===== config.mk =====
export PLATFORM = sky130hd
export DESIGN_NAME = pc_stack
export DESIGN_NICKNAME = d
export VERILOG_FILES = /design/src/rtl/pc_pkg.sv /design/src/rtl/reg_n.sv /design/src/rtl/pc_stack.sv
export SDC_FILE = /design/constraint.sdc
export NUM_CORES = 1
export LEC_CHECK = 0
export ABC_AREA = 1
export ABC_CLOCK_PERIOD_IN_PS = 3300
export CAP_MARGIN = 15
export CORE_ASPECT_RATIO = 1.75
export CORE_MARGIN = 4
export CORE_UTILIZATION = 37
export CTS_CLUSTER_SIZE = 12
export DETAILED_ROUTE_END_ITERATION = 10
export PLACE_DENSITY = 0.53
export SYNTH_ARGS = -nofsm -noshare
export SYNTH_HDL_FRONTEND = slang
export SYNTH_SLANG_ARGS = --single-unit

===== constraint.sdc =====
create_clock -name clk -period 3.3 [get_ports clk]
set_input_delay 0.99 -clock clk [delete_from_list [all_inputs] [get_ports clk]]
set_output_delay 0.99 -clock clk [all_outputs]
set_load 0.03 [all_outputs]

===== src/rtl/pc_pkg.sv =====
// Shared action type and priority select for the program counter with return stack.
package pc_pkg;

    typedef enum logic [2:0] {
        ACT_HOLD,
        ACT_INC,
        ACT_LD,
        ACT_CALL,
        ACT_RET
    } action_e;

    // Fixed priority ret > call > ld > inc > hold; reset is handled by the registers.
    function automatic action_e select_action(input logic ret, input logic call,
                                              input logic ld, input logic inc);
        if (ret)       return ACT_RET;
        else if (call) return ACT_CALL;
        else if (ld)   return ACT_LD;
        else if (inc)  return ACT_INC;
        else           return ACT_HOLD;
    endfunction

endpackage


===== src/rtl/reg_n.sv =====
// WIDTH-bit register with load enable and synchronous reset-to-value.
module reg_n #(
    parameter int unsigned      WIDTH     = 16,
    parameter logic [WIDTH-1:0] RESET_VAL = '0
) (
    input  logic             clk_i,
    input  logic             rst_i,
    input  logic             en_i,
    input  logic [WIDTH-1:0] d_i,
    output logic [WIDTH-1:0] q_o
);

    logic [WIDTH-1:0] data_q;

    always_ff @(posedge clk_i) begin
        if (rst_i)
            data_q <= RESET_VAL;
        else if (en_i)
            data_q <= d_i;
    end

    assign q_o = data_q;

endmodule


===== src/rtl/pc_stack.sv =====
// Program counter with return-address stack: hold, inc, load, call and return,
// with sticky overflow/underflow flags.
module pc_stack
    import pc_pkg::*;
#(
    parameter int unsigned      WIDTH     = 16,
    parameter int unsigned      DEPTH     = 8,
    parameter logic [WIDTH-1:0] RESET_VEC = '0
) (
    input  logic                     clk,
    input  logic                     reset,
    input  logic [WIDTH-1:0]         in,
    input  logic                     ld,
    input  logic                     inc,
    input  logic                     call,
    input  logic                     ret,
    output logic [WIDTH-1:0]         out,
    output logic [$clog2(DEPTH):0]   count,
    output logic                     full,
    output logic                     empty,
    output logic                     ovf,
    output logic                     unf
);

    localparam int unsigned AW = $clog2(DEPTH);
    localparam int unsigned CW = AW + 1;

    action_e          act;
    logic [WIDTH-1:0] pc_q, pc_d;
    logic [WIDTH-1:0] ret_addr, top_entry;
    logic [CW-1:0]    count_q, count_d;
    logic             ovf_q, ovf_d, unf_q, unf_d;
    logic             is_full, is_empty, push;
    logic [AW-1:0]    wr_idx, rd_idx;
    logic [DEPTH-1:0] wr_en;
    logic [WIDTH-1:0] stack_q [DEPTH];

    assign act       = select_action(ret, call, ld, inc);
    assign is_full   = (count_q == CW'(DEPTH));
    assign is_empty  = (count_q == '0);
    assign ret_addr  = pc_q + WIDTH'(1);
    assign wr_idx    = count_q[AW-1:0];
    assign rd_idx    = wr_idx - AW'(1);
    assign top_entry = stack_q[rd_idx];
    assign push      = (act == ACT_CALL) && !is_full && !reset;

    always_comb begin
        pc_d    = pc_q;
        count_d = count_q;
        ovf_d   = ovf_q;
        unf_d   = unf_q;
        unique case (act)
            ACT_RET: begin
                if (is_empty) begin
                    unf_d = 1'b1;
                end else begin
                    pc_d    = top_entry;
                    count_d = count_q - CW'(1);
                end
            end
            ACT_CALL: begin
                if (is_full) begin
                    ovf_d = 1'b1;
                end else begin
                    pc_d    = in;
                    count_d = count_q + CW'(1);
                end
            end
            ACT_LD:   pc_d = in;
            ACT_INC:  pc_d = pc_q + WIDTH'(1);
            default:  ;
        endcase
    end

    always_comb begin
        wr_en = '0;
        for (int unsigned i = 0; i < DEPTH; i++)
            wr_en[i] = push && (wr_idx == AW'(i));
    end

    reg_n #(.WIDTH(WIDTH), .RESET_VAL(RESET_VEC)) u_pc (
        .clk_i (clk),
        .rst_i (reset),
        .en_i  (1'b1),
        .d_i   (pc_d),
        .q_o   (pc_q)
    );

    // Stack entries are never reset; their contents are meaningless once count is cleared.
    for (genvar g = 0; g < DEPTH; g++) begin : g_stack
        reg_n #(.WIDTH(WIDTH), .RESET_VAL('0)) u_entry (
            .clk_i (clk),
            .rst_i (1'b0),
            .en_i  (wr_en[g]),
            .d_i   (ret_addr),
            .q_o   (stack_q[g])
        );
    end

    always_ff @(posedge clk) begin
        if (reset) begin
            count_q <= '0;
            ovf_q   <= 1'b0;
            unf_q   <= 1'b0;
        end else begin
            count_q <= count_d;
            ovf_q   <= ovf_d;
            unf_q   <= unf_d;
        end
    end

    assign out   = pc_q;
    assign count = count_q;
    assign full  = is_full;
    assign empty = is_empty;
    assign ovf   = ovf_q;
    assign unf   = unf_q;

endmodule


## After elaboration in Yosys (flattened, before gate mapping)

Index checks and enable logic that the tools add are counted.

| operators by class | value |
|---|---|
| bitwise logic cells | 1 |
| reduce and logical (&&, ||, !) cells | 20 |
| add/sub/neg operators | 4 |
| order comparisons | 1 |
| eq/ne operators | 14 |
| multiplexer cells | 13 |

Operators by type and width:

| kind | number |
|---|---|
| 2-to-1 mux 16 bit | 4 |
| case mux 16 bit (4 select lines) | 1 |
| binary-select mux 16 bit (select 3 bit) | 1 |
| adder 16 x 1 -> 16 bit (second input constant) | 1 |
| == test 3 bit (second input constant) | 5 |
| == test 3 x 2 -> 1 bit (second input constant) | 4 |
| logical AND 1 bit | 10 |
| 2-to-1 mux 4 bit | 2 |
| case mux 4 bit (2 select lines) | 1 |
| == test 3 x 1 -> 1 bit (second input constant) | 2 |
| AND reduction 3 bit | 2 |
| adder 4 x 1 -> 4 bit (second input constant) | 1 |
| == test 4 bit (second input constant) | 1 |
| >= comparator 4 bit (second input constant) | 1 |
| logical NOT 4 bit | 1 |
| 2-to-1 mux 2 bit | 2 |
| != test 2 bit (second input constant) | 2 |
| NOT 3 -> 4 bit | 1 |
| AND reduction 2 bit | 2 |
| nonzero test 4 bit | 1 |
| subtractor 4 x 1 -> 4 bit (second input constant) | 1 |
| logical NOT 3 bit | 1 |
| 2-to-1 mux 3 bit | 1 |
| subtractor 3 x 1 -> 3 bit (second input constant) | 1 |
| other kinds (3) | 4 |

| storage, ports and cells | value |
|---|---|
| register bits | 150 |
| output and inout port bits | 24 |

## Depth between registers and ports, before layout

Gate-level depths: netlist (run 1).

| depth | value |
|---|---|
| depth after elaboration | 8 |
| depth in mapped cells | 14 |
| depth with buffers taken out | 14 |

## By module

From an unflattened synthesis (run 1), not the netlist that was laid out.

| unflattened totals | value |
|---|---|
| cell total of the unflattened synthesis | 1,412 |
| area, all modules | 8,577.0 sq um |

By module, submodules not included:

| module | instances | sequential area each (sq um) | area each (sq um) | cells an instance |
|---|---|---|---|---|
| reg_n | 9 | 320.3 | 670.6 | 101 |
| pc_stack | 1 | 120.1 | 2,541.2 | 503 |

## Least setup slack after synthesis (run 1)

Ideal clock, no wire load.

| timing | value |
|---|---|
| kind | register to register |
| from | reg count_q[0], in the netlist count[0] |
| to | reg g_stack[5].u_entry.data_q[0], enable pin |
| setup slack | 0.330 ns |
| arrival time | 2.581 ns |
| setup time | 0.389 ns |
| stages on the path, launching flop included | 10 |
| required time | 2.911 ns |
| path buffers | 2 |
| cell sequence | dfxtp_1 inv_1 buf_2 buf_2 ha_1 nand2_4 o21ai_0 nor3_1 nand2_1 nor2_1 |

| on the way | value |
|---|---|
| word-level cells in the longest chain between the ends | 5 |
| elaborated cells on any way between the ends | 6 |

RTL lines:

| item | RTL line | source |
|---|---|---|
| start: declaration | pc_stack.sv:31 | `logic [CW-1:0] count_q, count_d;` |
| start signal: assignment | pc_stack.sv:106 | `count_q <= count_d;` |
| == test 4 bit | pc_stack.sv:39 | `assign is_full = (count_q == CW'(DEPTH));` |
| logical NOT 1 bit | pc_stack.sv:45 | `assign push = (act == ACT_CALL) && !is_full && !reset;` |
| logical AND 1 bit (2 in series) | pc_stack.sv:45 |  |
| logical AND 1 bit * | pc_stack.sv:78 | `wr_en[i] = push && (wr_idx == AW'(i));` |
| via g_stack[5].u_entry.en_i | reg_n.sv:8 | `input logic en_i,` |
| end signal: assignment | reg_n.sv:19 | `data_q <= d_i;` |
| end: declaration | reg_n.sv:13 | `logic [WIDTH-1:0] data_q;` |

The timed path passes the listed nets; every way through them passes the cells marked *.
A chain may end at the register's enable or synchronous reset.

## Worst setup path in the final report (run 1)

| timing | value |
|---|---|
| from | reg count_q[1], in the netlist count[1] |
| to | out empty |

| on the way | value |
|---|---|
| word-level cells in the longest chain between the ends | 1 |

RTL lines:

| item | RTL line | source |
|---|---|---|
| logical NOT 4 bit | pc_stack.sv:40 | `assign is_empty = (count_q == '0);` |
| end: declaration | pc_stack.sv:20 | `output logic empty,` |

No other way between the ends.

==> summary.md, run 1 <==
| Metric | Value |
|---|---|
| Avg WL per Cell | `between 15 and 20 µm` |
| Worst Skew | `just under 0.01 ns` |
| GRT overflow | `0` |
| Reg-to-Reg End | `g_stack[6].u_entry.q_o[11]` |
| HP Start | `ovf` |
| RR Startpoint | `count[0]` |
| Routability cong. | `just under 0.9` |
| Clk Latency, worst-skew pair | `0.42 ns` |
| Multiplexer share of the synthesized area | `0` |
| Max VDD drop | `0.511 mV` |
| Vias per cell | `5.25` |
| Ys async rst share | `0` |
| Leading cell type by number of instances after synthesis | `edfxtp_1` |
| Global-route wire length before repair | `~28 mm` |
| Rows | `between 60 and 70` |
| P&R area growth vs syn | `20.5%` |
| Worst slew margin | `0.479` |
| # IOs | `between 40 and 50` |
| Vias | `slightly below 5,000` |
| Main combinational cell family by area after synthesis | `compound AO/OA/AOI/OAI gates` |
| Required @ worst endpoint | `around 2.3 ns` |
| Post-route ant nets | `0` |
| Mapped Area | `between 6000 and 7000 µm²` |
| Clock transition at path regs | `around 0.060 ns` |
| Initial Utilization | `0.379` |
| Final Hold Fails | `0` |
| Min-Delay Endpoint | `ovf` |
| Final WL | `18.4 mm` |
| Mapped Cells | `619` |
| Die height | `186 µm` |
| Vias in the first global route | `a little over 5,000` |
| Tcrit/Tclk final | `0.964` |
| Synth cell count leaders | `edfxtp_1, nor2_1, o21ai_0` |
| Delay-heaviest family, CP | `buffers and inverters` |
| Post-Synth Simple-Gate Area | `0.133` |
| CTS Sinks | `150` |
| Core area | `between 15,000 and 20,000 µm²` |
| CTS tree | `done` |
| Tot GR Track Use | `0.191` |
| Largest net degree at the start of global routing | `70` |
| Clk buf depth | `2` |
| Endpoint class of the critical path | `output pin` |
| Worst path max stage delay | `~0.7 ns` |
| Number of port buffers | `45` |
| Synth top area share | `0.575` |
| Max Fclk | `0.314 GHz` |
| Mapped Nets | `~650` |
| Final Core Density | `0.457` |
| Synth area leaders | `edfxtp_1, dfxtp_1, nor2_1, o21ai_0, nand2_1` |
| First-pass detailed-route iteration total | `5` |
| Sequential area share after synthesis | `0.641` |
| # hold bufs at CTS | `0` |
| Min Tclk post-route | `about 3.2 ns` |
| Hold Path Cell Cnt | `2` |
| Nets | `just over 700` |
| PwrDens | `791 nW/µm²` |
| Register area | `4290 µm²` |
| Area of the multi-input gates | `approximately 2000 µm²` |
| Xor-xnor portion of the synthesized cell area | `0.0118` |
| # setup viols final | `0` |
| Static leakage | `between 2 and 3 nW` |
| DP HPWL | `between 10 and 15 mm` |
| Initial DRC Count | `roughly 320` |
| Post-synthesis adder-cell area fraction | `0.0150` |
| Antenna cells | `0` |
| Residual DRC | `0` |
| Worst path arrival time | `between 2 and 2.5 ns` |
| Synth cell types | `37` |
| Top FF cell, synth | `edfxtp_1` |
| Total of max-cap violations | `0` |
| Type of the tightest min-delay check | `register to register` |
| Yosys warning count | `0` |
| Initial antenna violation count | `0` |
| Yosys top cell by area | `edfxtp_1` |
| Reg-to-reg setup timing slack | `around 0.90 ns` |
| Synth Area in Compound Gates | `0.142` |
| Slew Limit Fails | `0` |
| Die area | `roughly 20,000 µm²` |
| CTS H-tree depth | `4` |
| Worst-path cell chain | `inv_1 -> ha_1 -> nand2_4 -> nor2_4 -> clkdlybuf4s50_1` |
| Chip Width | `between 100 and 150 µm` |
| Post-synthesis register bit count | `150` |
| CP Buf/Inv Count | `2` |
| Crit path max-delay cell type | `clkdlybuf4s50_1` |
| Status | `finished, final reports clean` |
| Num CTS Buffers | `17` |
| TNS Setup | `0 ns` |
| Number of fill cells | `1,670` |
| RSZ-0062 raised after global routing | `false` |
| Post-Syn Area per Cell | `10.8 µm²` |
| Share of layout cells above drive strength 1 | `0.108` |
| Worst-margin pin slew | `a little under 0.8 ns` |
| CP max FO | `5` |
| Post-synth EDFFs | `approximately 130` |
| Crit start category | `register` |
| Clk root buf | `clkbuf_16` |
| Critical path class | `register to output pin` |
| Reg2reg path depth | `8` |
-- registers in the layout (all words and copies together) (netlist names) --
signal and flops:
g_stack.u_entry.q_o 128, u_pc.q_o 16, count 4, ovf 1, unf 1
-- final cells by class --
type | instances | share of cell area
Clock inverter | 10 | 0.0163
Clock buffer | 21 | 0.0547
Timing Repair Buffer | 74 | 0.0844
Multi-Input combinational cell | 386 | 0.251
Tap cell | 231 | 0.0359
Sequential cell | 150 | 0.532
Inverter | 53 | 0.0250
-- worst min-delay path: cells and delay by family, from the launching register on --
kind | cells | cell delay (ns)
compound gates | 1 | 0.05
flops | 1 | 0.31
buf+inv | 1 | 0.05
-- cells in the final DEF, fill, tap and decap left out, types with 2 or more instances in the layout --
master	netlist	routed
a22oi_1	5	5
clkbuf_16	0	17
a21oi_1	27	27
nand2_4	2	2
o22ai_1	14	14
clkinvlp_4	0	2
nor3_1	8	8
o221ai_1	6	6
nand2_2	3	3
nor2_1	102	102
inv_2	2	2
clkinv_2	0	2
bufinv_16	0	3
nor2_2	6	6
clkinv_1	0	3
xor2_1	8	7
nand2_1	55	55
buf_4	1	28
o21ai_0	75	75
edfxtp_1	128	128
a31oi_1	7	7
dfxtp_1	22	21
nand3_1	20	20
clkbuf_1	11	4
clkdlybuf4s50_1	0	44
o211ai_1	23	23
inv_1	50	49
o21ai_1	5	5
nand4_1	4	4
ha_1	8	8
-- cells by family (layout without fill, tap and decap cells) --
logic type	count (synthesis)	in the layout
simple gates	206	206
compound gates	163	163
flops	150	150
buf+inv	83	158
xor+xnor	9	9
fa+ha+maj	8	8
-- layer usage --
metal | global-route usage | up-vias | part of all wire
met2 | 0.351 | 129 | 0.54
met1 | 0.216 | 2377 | 0.40
met4 | 0.0789 | 0 | 0.027
met5 | 0 | - | 0
li1 | - | 2319 | -
met3 | 0.0299 | 27 | 0.037
-- report_power, final --
part           switching (mW)  leakage, nW  internal (mW)
Combinational            1.36         1.28          0.653
Sequential              0.123         1.35           2.33
Clock                   0.724        0.272           1.18
Total                    2.21         2.91           4.16
-- worst max path at each step --
stage,from,to,cells after the start
3_5_place_dp,ld,count[2],14
4_1_cts,count[1],empty,5
2_1_floorplan,count[0],g_stack[5].u_entry.q_o[0],9
3_3_place_gp,call,count[2],13
6_report,count[1],empty,5
5_1_grt,count[1],empty,5
-- what timing repair did --
item                                    CTS  global route
endpoints found under the setup margin    1             0
endpoints found under the hold margin     0             0
setup buffers                             0             0
gates resized for setup                   1             0
-- metrics by stage --
stage | cells | area (µm²) | total power, mW | hold WS [ns] | worst slack (ns)
after global routing | 925 | 8050 | 6.72 | 0.476 | 0.0337
after global placement | 894 | 7480 | 4.50 | 0.444 | 0.372
after detailed placement | 894 | 7480 | 4.52 | 0.444 | 0.313
after CTS | 925 | 8050 | 6.41 | 0.456 | 0.105
final | 925 | 8050 | 6.37 | 0.455 | 0.120
after floorplan | 619 | 6680 | 3.78 | 0.575 | 0.330
(Power assumes the default switching activity.)
==> inputs of run 2 (changes only) <==
- PLACE_DENSITY: 0.53 -> 0.55
==> run 2 against run 1 <==
Compared with the run above: sequential cell count unchanged; clock-buffer cell count is 3 lower; global-route usage decreased by 0.17 points; hold slack better by 0.0027 ns; core utilization increased by 0.14 points; non-clock buffer count down 7; critical path type unchanged; highest routed layer unchanged.
==> summary.md, run 2 (synthesis results as in run 1) <==
| Metric | Value |
|---|---|
| TNS Setup | `0 ns (unchanged)` |
| Final WL | `18.2 mm (-1.2%)` |
| Initial Utilization | `0.379 (unchanged)` |
| Commonest non-fill, non-tap cell in the layout | `edfxtp_1` |
| Total of max-cap violations | `0 (unchanged)` |
| Avg WL per Cell | `19.8 µm (-0.54%)` |
| Antenna cells | `0 (unchanged)` |
| Min Tclk post-route | `2.88 ns (-0.296 ns)` |
| Clk Latency, worst-skew pair | `0.42 ns (about the same)` |
| Worst Skew | `0.00850 ns (-0.00112 ns)` |
| Critical path class | `register to output pin` |
| GRT overflow | `0 (unchanged)` |
| Max VDD drop | `0.454 mV (-11%)` |
| Status | `finished, final reports clean` |
| Crit start category | `register` |
| PwrDens | `796 nW/µm² (+0.56%)` |
| First-pass detailed-route iteration total | `4 (-1)` |
| Final Hold Fails | `0 (unchanged)` |
| CTS tree | `done` |
| Residual DRC | `0 (unchanged)` |
| Clock transition at path regs | `0.06 ns (about the same)` |
| Core area | `17,600 µm² (unchanged)` |
| Slew Limit Fails | `0 (unchanged)` |
| Fin area | `8080 µm² (+0.31%)` |
| # IOs | `46 (unchanged)` |
| Post-route ant nets | `0 (unchanged)` |
| Worst path arrival time | `1.89 ns (-0.30 ns)` |
| Share of layout cells above drive strength 1 | `0.110 (+0.00240)` |
| DP HPWL | `12.0 mm (-2.5%)` |
| Vias in the first global route | `5,040 (-0.20%)` |
| Clk root buf | `clkbuf_16` |
| Routability cong. | `0.899 (+0.66%)` |
| CTS H-tree depth | `4 (unchanged)` |
| Largest net degree at the start of global routing | `65 (-7.1%)` |
| Rows | `64 (unchanged)` |
| Most frequent cells in the layout | `edfxtp_1, nor2_1, o21ai_0` |
| Nets | `705 (-0.98%)` |
| Type of the tightest min-delay check | `register to register` |
| Max Fclk | `0.347 GHz (+10%)` |
| Max reg flops | `128 (unchanged)` |
| Vias per cell | `5.25 (about the same)` |
| Required @ worst endpoint | `2.31 ns (about the same)` |
| Worst slew margin | `0.461 (-0.0176)` |
| Global-route wire length before repair | `28.3 mm (+0.29%)` |
| Vias | `4,822 (-0.62%)` |
| Worst path max stage delay | `0.66 ns (-0.03 ns)` |
| Endpoint class of the critical path | `output pin` |
| Tot GR Track Use | `0.189 (-0.00171)` |
| CP max FO | `25 (+20)` |
| P&R area growth vs syn | `20.8%` |
| Worst-path cell chain | `inv_2 -> ha_1 -> nand2_4 -> nor2_2 -> buf_4` |
| Setup Buffers After CTS | `0 (unchanged)` |
| Tcrit/Tclk final | `0.874 (-0.0898)` |
| Static leakage | `2.89 nW (-0.54%)` |
| Clk buf depth | `2 (unchanged)` |
| Post-CTS sizing | `0 (-1)` |
| RSZ-0062 raised after global routing | `false` |
| Worst-margin pin slew | `0.808 ns (+0.0264 ns)` |
| # hold bufs at CTS | `0 (unchanged)` |
| Placed Cells | `887 (-0.78%)` |
| Non-filler cells, final | `919 (-0.65%)` |
| Number of port buffers | `45 (unchanged)` |
| Placed Area | `7470 µm² (-0.10%)` |
| # setup viols final | `0 (unchanged)` |
| Num CTS Buffers | `17 (unchanged)` |
| Chip Width | `110 µm (unchanged)` |
| Final Core Density | `0.458 (+0.00142)` |
| Crit path max-delay cell type | `dfxtp_2` |
| CTS Sinks | `150 (unchanged)` |
| Initial DRC Count | `284 (-12%)` |
| Die height | `186 µm (unchanged)` |
| Initial antenna violation count | `0 (unchanged)` |
| Die area | `20,400 µm² (unchanged)` |
[run 2: changes by cell type in the layout (fill, tap and decap cells not counted), sizes merged]
| cell | previous run | this run |
|---|---|---|
| inv | 52 | 57 |
| clkbuf | 21 | 18 |
| clkdlybuf4s50 | 44 | 43 |
| buf | 29 | 24 |
| clkinvlp | 2 | 3 |
| clkinv | 6 | 4 |
| dlygate4sd2 | 1 | 0 |
[run 2: worst paths after layout]
check	startpoint	to	slack, ns	depth (start not counted)
setup / recovery	count[0]	full	0.42	5
hold / removal	unf	unf	0.46	2
setup reg to reg	count[0]	u_pc.q_o[1]	0.59	7
hold reg to reg	unf	unf	0.46	2
[run 2: layout make-up]
type                    count  area [µm²]
inverters                  53         201
fillers                  1714        9540
repair buffers             67         673
clock buffers              18         429
clock inverters            14         174
multi-input cells         386        2020
well taps                 231         289
flip-flops and latches    150        4290
[run 2: stage by stage]
step / hold slack, ns / total power [mW] / worst slack, ns
final: 0.458 / 6.43 / 0.416
after global routing: 0.483 / 6.76 / 0.287
after detailed placement: 0.448 / 4.50 / 0.350
after CTS: 0.460 / 6.47 / 0.375
after floorplan: 0.575 / 3.78 / 0.330
after global placement: 0.447 / 4.46 / 0.386
[run 2: layer usage]
| metal | track usage | vias up | share of wire |
|---|---|---|---|
| met4 | 0.0864 | 0 | 0.031 |
| met2 | 0.328 | 135 | 0.53 |
| met5 | 0 | - | 0 |
| li1 | - | 2305 | - |
| met3 | 0.0302 | 29 | 0.044 |
| met1 | 0.228 | 2353 | 0.39 |
[run 2: power breakdown]
group | switching (mW) | total [mW] | internal (mW) | leakage [nW]
clock | 0.768 | 1.96 | 1.20 | 0.285
sequential | 0.156 | 2.49 | 2.33 | 1.35
combinational | 1.35 | 1.97 | 0.625 | 1.25
[run 2: worst max-delay path: cells and delay by family, from the launching register on]
kind	cells	cell delay, ns
adder cells (fa/ha/maj)	1	0.30
buffers and inverters	2	0.32
flip-flops	1	0.66
AND/OR/NAND/NOR	2	0.19
==> inputs of run 3 (changes only) <==
- ABC_CLOCK_PERIOD_IN_PS: 3300 -> 2400
- CORE_MARGIN: 4 -> 1.5
- PLACE_DENSITY: 0.55 -> 0.57
- clock period: 3.3 -> 2.4 ns (I/O delays scaled with it)
==> run 3 against run 2 <==
Compared with the run above: clock skew barely moved; global-route usage is 0.57 points higher; clock power grew 41%; via count is 2.6% higher; combinational power is 44% higher; sequential power increased by 36%; wire length shrank 2.5%; largest power group unchanged; worst setup slack got worse by 0.39 ns; critical path depth down 4; non-clock buffer count increased by 21; highest routed layer unchanged; critical endpoint is now out[9].
==> summary.md, run 3 (synthesis results as in run 1) <==
| Metric | Value |
|---|---|
| Placed Cells | `908 (+2.4%)` |
| Initial antenna violation count | `0 (unchanged)` |
| Final Hold Fails | `0 (unchanged)` |
| Worst-margin pin slew | `0.722 ns (-0.0857 ns)` |
| Final WL | `17.7 mm (-2.5%)` |
| Residual DRC | `0 (unchanged)` |
| Largest net degree at the start of global routing | `70 (+7.7%)` |
| Die height | `181 µm (-2.7%)` |
| First-pass detailed-route iteration total | `5 (+1)` |
| Post-route ant nets | `0 (unchanged)` |
| Max Fclk | `0.421 GHz` |
| Chip Width | `105 µm (-4.6%)` |
| Max reg flops | `128 (unchanged)` |
| Clk buf depth | `2 (unchanged)` |
| # IOs | `46 (unchanged)` |
| CTS tree | `done` |
| Sequential power share | `0.377 (-0.010)` |
| Antenna cells | `0 (unchanged)` |
| CTS Sinks | `150 (unchanged)` |
| Delay-heaviest family, CP | `buffers and inverters` |
| Vias | `4,947 (+2.6%)` |
| Worst Skew | `0.00851 ns (+0.00000447 ns)` |
| Vias per cell | `5.27 (+0.41%)` |
| CP Buf/Inv Count | `1 (-1)` |
| Most Crowded Layer GR | `met2` |
| Tot GR Track Use | `0.195 (+0.00568)` |
| Critical path class | `register to output pin` |
| Most frequent cells in the layout | `edfxtp_1, nor2_1, o21ai_0` |
| RSZ-0062 raised after global routing | `false` |
| Gate power share | `0.315 (+0.008)` |
| Core area | `17,600 µm² (unchanged)` |
| Initial DRC Count | `301 (+6.0%)` |
| Reg-to-Reg End | `g_stack[4].u_entry.q_o[9]` |
| Met1 Usage GRT | `0.218 (-0.00958)` |
| Net Sw Frac | `0.342 (-0.0119)` |
| Max VDD drop | `0.525 mV (+16%)` |
| Total of max-cap violations | `0 (unchanged)` |
| Psw | `3.07 mW (+35%)` |
| Status | `finished, final reports clean` |
| Initial Utilization | `0.379 (unchanged)` |
| Crit start category | `register` |
| Avg WL per Cell | `18.9 µm (-4.6%)` |
| Dpl ws | `-0.193 ns (-0.544 ns)` |
| P_int | `5.91 mW (+42%)` |
| Worst setup margin | `0.0275 ns (-0.389 ns)` |
| GRT overflow | `0 (unchanged)` |
| Clk root buf | `clkbuf_16` |
| PwrDens | `1070 nW/µm² (+35%)` |
| Min-Delay Endpoint | `ovf` |
| Worst path max stage delay | `0.73 ns (+0.07 ns)` |
| Vias in the first global route | `4,930 (-2.2%)` |
| Required @ worst endpoint | `1.68 ns (-0.63 ns)` |
| Number of port buffers | `45 (unchanged)` |
| Rows | `64 (unchanged)` |
| Clock power share | `0.308 (+0.002)` |
| Static leakage | `3.02 nW (+4.6%)` |
| P&R area growth vs syn | `25.5%` |
| Worst path arrival time | `1.65 ns (-0.24 ns)` |
| Hold Path Cell Cnt | `2 (unchanged)` |
| Crit path max-delay cell type | `clkdlybuf4s50_1` |
| Tcrit/Tclk final | `0.989` |
| Fin Hold WS | `0.461 ns (+0.00354 ns)` |
| HP Start | `ovf` |
| RR Startpoint | `count[0]` |
| CP max FO | `6 (-76%)` |
| Worst slew margin | `0.517 (+0.0555)` |
| Routability cong. | `0.869 (-3.3%)` |
| # setup viols final | `0 (unchanged)` |
| Die area | `18,900 µm² (-7.1%)` |
| Final Core Density | `0.476 (+0.0178)` |
| Reg-to-reg setup timing slack | `0.29 ns (-0.30 ns)` |
| Worst-path cell chain | `clkdlybuf4s50_1` |
| Slew Limit Fails | `0 (unchanged)` |
| Number of fill cells | `1,616 (-5.7%)` |
| Met3 GRT Util | `0.0310 (+0.000827)` |
| Endpoint class of the critical path | `output pin` |
| Setup Buffers After CTS | `0 (unchanged)` |
| Clock transition at path regs | `0.06 ns (about the same)` |
| Global-route wire length before repair | `27.6 mm (-2.5%)` |
| Reg2reg path depth | `9 (+2)` |
| Clk Latency, worst-skew pair | `0.43 ns (about the same)` |
| Non-filler cells, final | `939 (+2.2%)` |
| Type of the tightest min-delay check | `register to register` |
| DP HPWL | `11.8 mm (-2.0%)` |
| Met2 Usage GRT | `0.356 (+0.0277)` |
| Min Tclk post-route | `2.37 ns` |
| Num CTS Buffers | `17 (unchanged)` |
| CTS H-tree depth | `4 (unchanged)` |
| Nets | `726 (+3.0%)` |
| Commonest non-fill, non-tap cell in the layout | `edfxtp_1` |
| Share of layout cells above drive strength 1 | `0.148 (+0.0378)` |
[run 3: cell count changes in the layout (fill, tap and decap cells not counted), sizes merged]
cell / change
clkbuf: +3
dlygate4sd2: +1
clkdlybuf4s50: -2
inv: -4
buf: +20
clkinv: +1
bufinv: +1
[run 3: routing by layer]
layer / up-vias / part of all wire
li1: 2349 / -
met1: 2412 / 0.38
met2: 151 / 0.54
met3: 35 / 0.046
met4: 0 / 0.031
met5: - / 0
[run 3: how the worst max path moves through the flow]
stage                     start                         end  slack [ns]  cells past startpoint
CTS                    count[0]                       empty       0.006                      5
floorplan              count[0]   g_stack[4].u_entry.q_o[0]        0.04                      9
global route        u_pc.q_o[9]                      out[9]       0.005                      1
global placement           call  g_stack[4].u_entry.q_o[13]       -0.12                      7
detailed placement         call  g_stack[4].u_entry.q_o[14]       -0.19                      7
finish              u_pc.q_o[9]                      out[9]        0.03                      1
[run 3: area by class of cell]
class / instances / area, µm² / share of cell area
Inverter: 53 / 201 / 0.0240
Sequential cell: 150 / 4290 / 0.511
Timing Repair Buffer: 88 / 913 / 0.109
Clock buffer: 19 / 433 / 0.0516
Clock inverter: 12 / 178 / 0.0212
Tap cell: 231 / 289 / 0.0345
Multi-Input combinational cell: 386 / 2090 / 0.249
[run 3: power by group through the flow]
stage	logic (mW)	registers, mW	clock network [mW]
after floorplan	1.63	3.60	0
after global placement	2.78	3.43	0
after CTS	2.85	3.38	2.81
after detailed placement	2.84	3.44	0
after global routing	3.11	3.41	2.92
final	2.83	3.38	2.77
[run 3: repair_timing]
item | 4_1_cts | 5_1_grt
setup endpoints to repair | 3 | 3
resized for setup | 4 | 4
hold buffers | 0 | 0
[run 3: stage by stage]
stage | cell area [µm²] | setup TNS, ns | total power, mW
2_1_floorplan | 6750 | 0 | 5.23
3_3_place_gp | 7780 | -9.61 | 6.21
3_5_place_dp | 7780 | -20.78 | 6.28
4_1_cts | 8390 | 0 | 9.04
5_1_grt | 8390 | 0 | 9.43
6_report | 8390 | 0 | 8.98
